--- config.mk ---
export PLATFORM = sky130hd
export DESIGN_NAME = fwd_hazard_ctrl
export DESIGN_NICKNAME = d
export VERILOG_FILES = /design/src/rtl/fwd_hazard_ctrl.sv
export SDC_FILE = /design/constraint.sdc
export NUM_CORES = 1
export LEC_CHECK = 0
export BUFFER_PORTS_ARGS = -buffer_cell sky130_fd_sc_hd__buf_4
export CAP_MARGIN = 20
export CORE_MARGIN = 3
export CORE_UTILIZATION = 46
export CTS_BUF_LIST = sky130_fd_sc_hd__clkbuf_4
export DETAILED_ROUTE_END_ITERATION = 10
export GPL_TIMING_DRIVEN = 0
export PLACE_DENSITY = 0.75
export SLEW_MARGIN = 30
export SYNTH_ARGS = -nofsm -noshare
export SYNTH_HDL_FRONTEND = slang
export SYNTH_SLANG_ARGS = --single-unit
--- constraint.sdc ---
create_clock -name Clk -period 1.4 [get_ports Clk]
set_input_delay 0 -clock Clk [delete_from_list [all_inputs] [get_ports Clk]]
set_output_delay 0 -clock Clk [all_outputs]
set_load 0.1 [all_outputs]
--- src/rtl/fwd_hazard_ctrl.sv ---
// EX-stage forwarding-select and load-use hazard control for a 5-stage MIPS pipeline.
// Optional saturating stall counter enabled by defining STALL_COUNT_EN.
module fwd_hazard_ctrl #(
  parameter int unsigned REG_AW = 5
) (
  input  logic              Clk,
  input  logic              Rst,
  input  logic              IdValid,
  input  logic [REG_AW-1:0] IdRs,
  input  logic [REG_AW-1:0] IdRt,
  input  logic              IdUsesRt,
  input  logic [REG_AW-1:0] IdDst,
  input  logic              IdRegWrite,
  input  logic              IdMemRead,
  input  logic              Flush,
  output logic [1:0]        ForwardA,
  output logic [1:0]        ForwardB,
  output logic              Stall,
  output logic              Bubble
`ifdef STALL_COUNT_EN
  ,
  output logic [15:0]       StallCount
`endif
);

  localparam int unsigned NUM_STAGES = 3;
  localparam int unsigned CNT_W      = 16;
  localparam int unsigned EX_IDX     = 0;
  localparam int unsigned MEM_IDX    = 1;
  localparam int unsigned WB_IDX     = 2;

  localparam logic [1:0] FWD_RF  = 2'b00;
  localparam logic [1:0] FWD_MEM = 2'b01;
  localparam logic [1:0] FWD_EX  = 2'b10;

  typedef struct packed {
    logic              v;
    logic [REG_AW-1:0] dst;
    logic              rw;
    logic              mr;
  } stage_t;

  localparam stage_t STAGE_BUBBLE = '0;

  stage_t     stage_q [NUM_STAGES];
  stage_t     stage_d [NUM_STAGES];
  logic [1:0] fwd_a_q, fwd_a_d;
  logic [1:0] fwd_b_q, fwd_b_d;
  logic       bubble_q, bubble_d;
  logic       ex_load_hit_c;
  logic       stall_c;
  logic       issue_c;

  // A stage produces register r only for a live, writing instruction and never for r0.
  function automatic logic writes_reg(input stage_t s, input logic [REG_AW-1:0] r);
    return s.v && s.rw && (s.dst == r) && (r != '0);
  endfunction

  function automatic logic [1:0] fwd_sel(input stage_t ex_s, input stage_t mem_s,
                                         input logic [REG_AW-1:0] r);
    logic [1:0] sel;
    sel = FWD_RF;
    if (writes_reg(ex_s, r)) begin
      sel = FWD_EX;
    end else if (writes_reg(mem_s, r)) begin
      sel = FWD_MEM;
    end
    return sel;
  endfunction

  // Load in EX whose result the ID instruction needs; flush overrides the stall.
  always_comb begin
    ex_load_hit_c = 1'b0;
    stall_c       = 1'b0;
    issue_c       = 1'b0;
    if (stage_q[EX_IDX].v && stage_q[EX_IDX].mr && (stage_q[EX_IDX].dst != '0)) begin
      ex_load_hit_c = (stage_q[EX_IDX].dst == IdRs) ||
                      (IdUsesRt && (stage_q[EX_IDX].dst == IdRt));
    end
    stall_c = IdValid && !Flush && ex_load_hit_c;
    issue_c = IdValid && !Flush && !stall_c;
  end

  // Next shadow-pipeline contents and registered mux selects.
  always_comb begin
    stage_d[EX_IDX]  = STAGE_BUBBLE;
    stage_d[MEM_IDX] = stage_q[EX_IDX];
    stage_d[WB_IDX]  = stage_q[MEM_IDX];
    fwd_a_d          = FWD_RF;
    fwd_b_d          = FWD_RF;
    bubble_d         = 1'b1;
    if (issue_c) begin
      stage_d[EX_IDX].v   = 1'b1;
      stage_d[EX_IDX].dst = IdDst;
      stage_d[EX_IDX].rw  = IdRegWrite;
      stage_d[EX_IDX].mr  = IdMemRead;
      bubble_d            = 1'b0;
      fwd_a_d             = fwd_sel(stage_q[EX_IDX], stage_q[MEM_IDX], IdRs);
      if (IdUsesRt) begin
        fwd_b_d = fwd_sel(stage_q[EX_IDX], stage_q[MEM_IDX], IdRt);
      end
    end
  end

  always_ff @(posedge Clk) begin
    if (Rst) begin
      for (int i = 0; i < int'(NUM_STAGES); i++) begin
        stage_q[i] <= STAGE_BUBBLE;
      end
      fwd_a_q  <= FWD_RF;
      fwd_b_q  <= FWD_RF;
      bubble_q <= 1'b1;
    end else begin
      for (int i = 0; i < int'(NUM_STAGES); i++) begin
        stage_q[i] <= stage_d[i];
      end
      fwd_a_q  <= fwd_a_d;
      fwd_b_q  <= fwd_b_d;
      bubble_q <= bubble_d;
    end
  end

  assign ForwardA = fwd_a_q;
  assign ForwardB = fwd_b_q;
  assign Bubble   = bubble_q;
  assign Stall    = stall_c;

`ifdef STALL_COUNT_EN
  logic [CNT_W-1:0] stall_cnt_q, stall_cnt_d;

  // Saturating count of stalled cycles.
  always_comb begin
    stall_cnt_d = stall_cnt_q;
    if (stall_c && (stall_cnt_q != {CNT_W{1'b1}})) begin
      stall_cnt_d = stall_cnt_q + CNT_W'(1);
    end
  end

  always_ff @(posedge Clk) begin
    if (Rst) begin
      stall_cnt_q <= '0;
    end else begin
      stall_cnt_q <= stall_cnt_d;
    end
  end

  assign StallCount = stall_cnt_q;
`endif

endmodule

**Word-level counts from Yosys, hierarchy flattened**

Memories as Yosys holds them, arrays and structs flattened.
Index checks and enable logic that the tools add are counted.

- Register bits: 5
- RAM bits: 24
- Input port bits: 22
- Word-level logic and storage cells: 54
- Memories: 1

- Equal/unequal tests: 4
- Muxes and demuxes: 13
- Bitwise operators: 5
- Reductions and logical operators: 26

Memory list:

| memory | depth | width | rd ports | clocked after memory_dff | wr ports | RTL line | RTL |
|---|---|---|---|---|---|---|---|
| stage_q | 3 | 8 | 2 | 0 | 3 | 45 | `stage_t stage_q [NUM_STAGES];` |

Operator list:

| cell | count |
|---|---|
| 2-to-1 mux 8 bit | 4 |
| == test 5 bit | 4 |
| logical AND 1 bit | 16 |
| nonzero test 5 bit | 3 |
| 2-to-1 mux 1 bit | 7 |
| OR reduction 3 bit | 2 |
| 2-to-1 mux 2 bit | 2 |
| OR reduction 4 bit | 1 |
| bitwise OR 1 bit | 3 |
| logical NOT 1 bit | 2 |
| NOT 1 bit | 2 |
| OR reduction 2 bit | 1 |
| logical OR 1 bit | 1 |

**Depth between registers and ports, before layout**

An unclocked memory read counts as a cell.

- Depth in word-level cells: 10
- Depth in mapped cells: 4
- Mapped depth without buffers: 4

**Worst setup path after synthesis**

OpenSTA, ideal clock, no wires.

- Path type: reg2out
- From: mem stage_q[0][2] (netlist bit)
- To: out Stall
- Arrival: 3.977 ns
- Path slack: -2.577 ns
- Stages on the path, launching flop included: 5
- Path buffers: 0
- Cells stage by stage: dfxtp_1 -> xnor2_1 -> nand4_1 -> o22a_1 -> nor4b_1

RTL lines:

| item | RTL line | RTL |
|---|---|---|
| from (decl) | 45 |  |
| to (decl) | 18 | `output logic Stall,` |

==> flow_summary.yaml <==
critical_path:
  cp-end-kind: "primary output"
  r2r_end: "ForwardA[0]"
  critPathRequiredTime_ns: 1.40
  rr_worst_depth: 4
  worstSetupPathType: "register to primary output"
  critical_path.max_fanout: 4
  arrival_ns: 1.80
  r2r-start: "stage_q[0][2]"
  r2r_setup_slack_ns: -0.38
  crit_path_start_kind: "register"
final_layout:
  drive_gt1_share_pct: 40.6
  area_delta_synth_final_pct: 56.6
  fin_nets: 161
  num_antenna_cells: 0
placement:
  post-place-ws_ns: -0.362
  gp_congestion: 0.887
  port_buffers: 27
  dp_hpwl_mm: 1.68
sta:
  fin_crit_sh_pct: 128
  finClkSkew_ns: 0.00124
  hold_violations: 0
  fmax_ghz: 0.556
  drv_slew: 0
  whs_ns: 0.0628
  min_period_ns: 1.80
  setup_viol: 13
  slew_headroom_pct: 70.2
  fin_ws_ns: -0.398
  fin_setup_tns_ns: -3.05
  grt_setup_unrepaired: "true"
  worstMarginPinSlew_ns: 0.443
synth:
  synth_top_area_cell: "dfxtp_1"
  syn_avg_cell_area_um2: 9.61
  ys_seq_area_share_pct: 44.8
  synth_nets: 115
  async_flop_share_pct: 0
  ys_types: 28
  synth-edff-count: 0
  synth_area_um2: 893
  synthCells: 93
  ys_top_cells_by_area: "dfxtp_1, xnor2_1, nor2b_1"
  yosysWarnings: 0
  synth-main-ff-cell: "dfxtp_1"
  ys_seq_elements: 20
  synth_top_area_share_pct: 44.8
  synth_common_cells: "dfxtp_1, xnor2_1, nand2_1, a21oi_1, nor2b_1"
pwr:
  p_per_area_nw_per_um2: 760
  total_power_mw: 1.06
  ir_drop_uv: 553
  power_leakage_nw: 0.538
detailed_routing:
  ant_nets: 0
  dr.pass1.iters: 4
  viasPerCell: 5.35
  vias: 872
  totalWireLength_mm: 2.57
  drtIter0Drc: 21
  wl_per_cell_um: 15.8
  post-route-drc-count: 0
clocking:
  cts_sinks: 20
  tritoncts: "yes"
  htreeDepth: 1
  root_buffer: "clkbuf_4"
  clk_pin_slew_ns: 0.11
  clk_latency_ns: 0.29
  cts_inserted_buffers: 3
  cts_max_path_buffers: 2
floorplan:
  die_x_um: 50.1
  die_h_um: 50.1
  die-area_um2: 2510
  start_util_pct: 50.1
  ios: 28
  rows: 15
  core_area_um2: 1780
global_routing:
  grt_pass1_vias: 841
  antenna_found_initial: 0
  gr-usage-all-layers_pct: 19.9
  grt_first_pass_wirelength_mm: 3.75
  grt_overflow: 0
  grt_max_degree: 12
hold_path:
  hold_depth: 4
  min_to: "ForwardA[1]"
  hp-class: "primary input to register"
  min_from: "IdRs[2]"
flow_run:
  drv_cap: 0
run_status:
  violations: "negative setup slack"
  status: "finished with violations"
cell families after synthesis:
logic type | synth area share [%]
AND/OR/NAND/NOR | 20.9
XOR/XNOR | 19.6
flip-flops | 44.8
AO/OA/AOI/OAI | 13.3
buffers and inverters | 1.40
critical path: stages, from the launching register on:
cell	delay, ns
dfxtp_2	0.36
xnor2_1	0.23
nand2_1	0.15
o22a_1	0.25
nor4b_4	0.26
buf_6	0.26
metal layers:
metal	GRT usage, %	wire, um	vias to the layer above
li1	-	-	423
met5	0	0	-
met1	23.3	967	410
met4	5.53	26	0
met3	3.63	141	5
met2	36.1	1440	34
how the worst max path moves through the flow:
stage / from / to / slack [ns] / depth (start not counted)
after floorplan: stage_q[0][3] / Stall / -0.55 / 4
after global placement: stage_q[0][5] / ForwardA[0] / -0.34 / 4
after detailed placement: stage_q[0][6] / ForwardA[0] / -0.36 / 4
after CTS: stage_q[0][5] / Stall / -0.37 / 5
after global routing: stage_q[0][6] / Stall / -0.48 / 5
final: stage_q[0][3] / Stall / -0.40 / 5
report_power, final:
part           switching, mW  total, mW  internal (mW)
combinational         0.0865      0.198          0.112
clock                  0.173      0.277          0.104
sequential            0.0123      0.589          0.576
per-stage QoR:
stage	instance area (um2)	instances	utilization [%]
2_1_floorplan	921	93	-
3_3_place_gp	1150	145	64.8
3_5_place_dp	1150	145	64.8
4_1_cts	1310	160	73.3
5_1_grt	1400	163	78.5
6_report	1400	163	78.5
registers in the layout, summed over array words and instances (netlist names):
register	count
ForwardA	2
Bubble	1
stage_q	15
ForwardB	2
timing repair:
action	CTS	global route
endpoints found under the hold margin	15	0
pin swaps	3	2
gates resized for setup	8	14
hold buffers	9	0
buffers inserted	2	2
setup endpoints to repair	14	14
cell usage in the layout, fill, tap and decap left out, types with 3 or more instances in the layout:
cell type and n:
clkbuf_4 4, buf_4 30, dlygate4sd3_1 9, xnor2_2 6, dfxtp_1 15, nand2_1 9, dfxtp_4 3, a21oi_1 6
xnor2_1 14, nand4_1 5, nor2b_1 7
final cells by class:
type / count / area (um2)
Tap cell: 25 / 31.3
Clock inverter: 1 / 3.75
Multi-Input combinational cell: 70 / 569
Timing Repair Buffer: 41 / 334
Sequential cell: 20 / 414
Fill cell: 112 / 384
Inverter: 1 / 5.00
Buffer: 2 / 18.8
Clock buffer: 3 / 22.5
(Power assumes the default switching activity.)
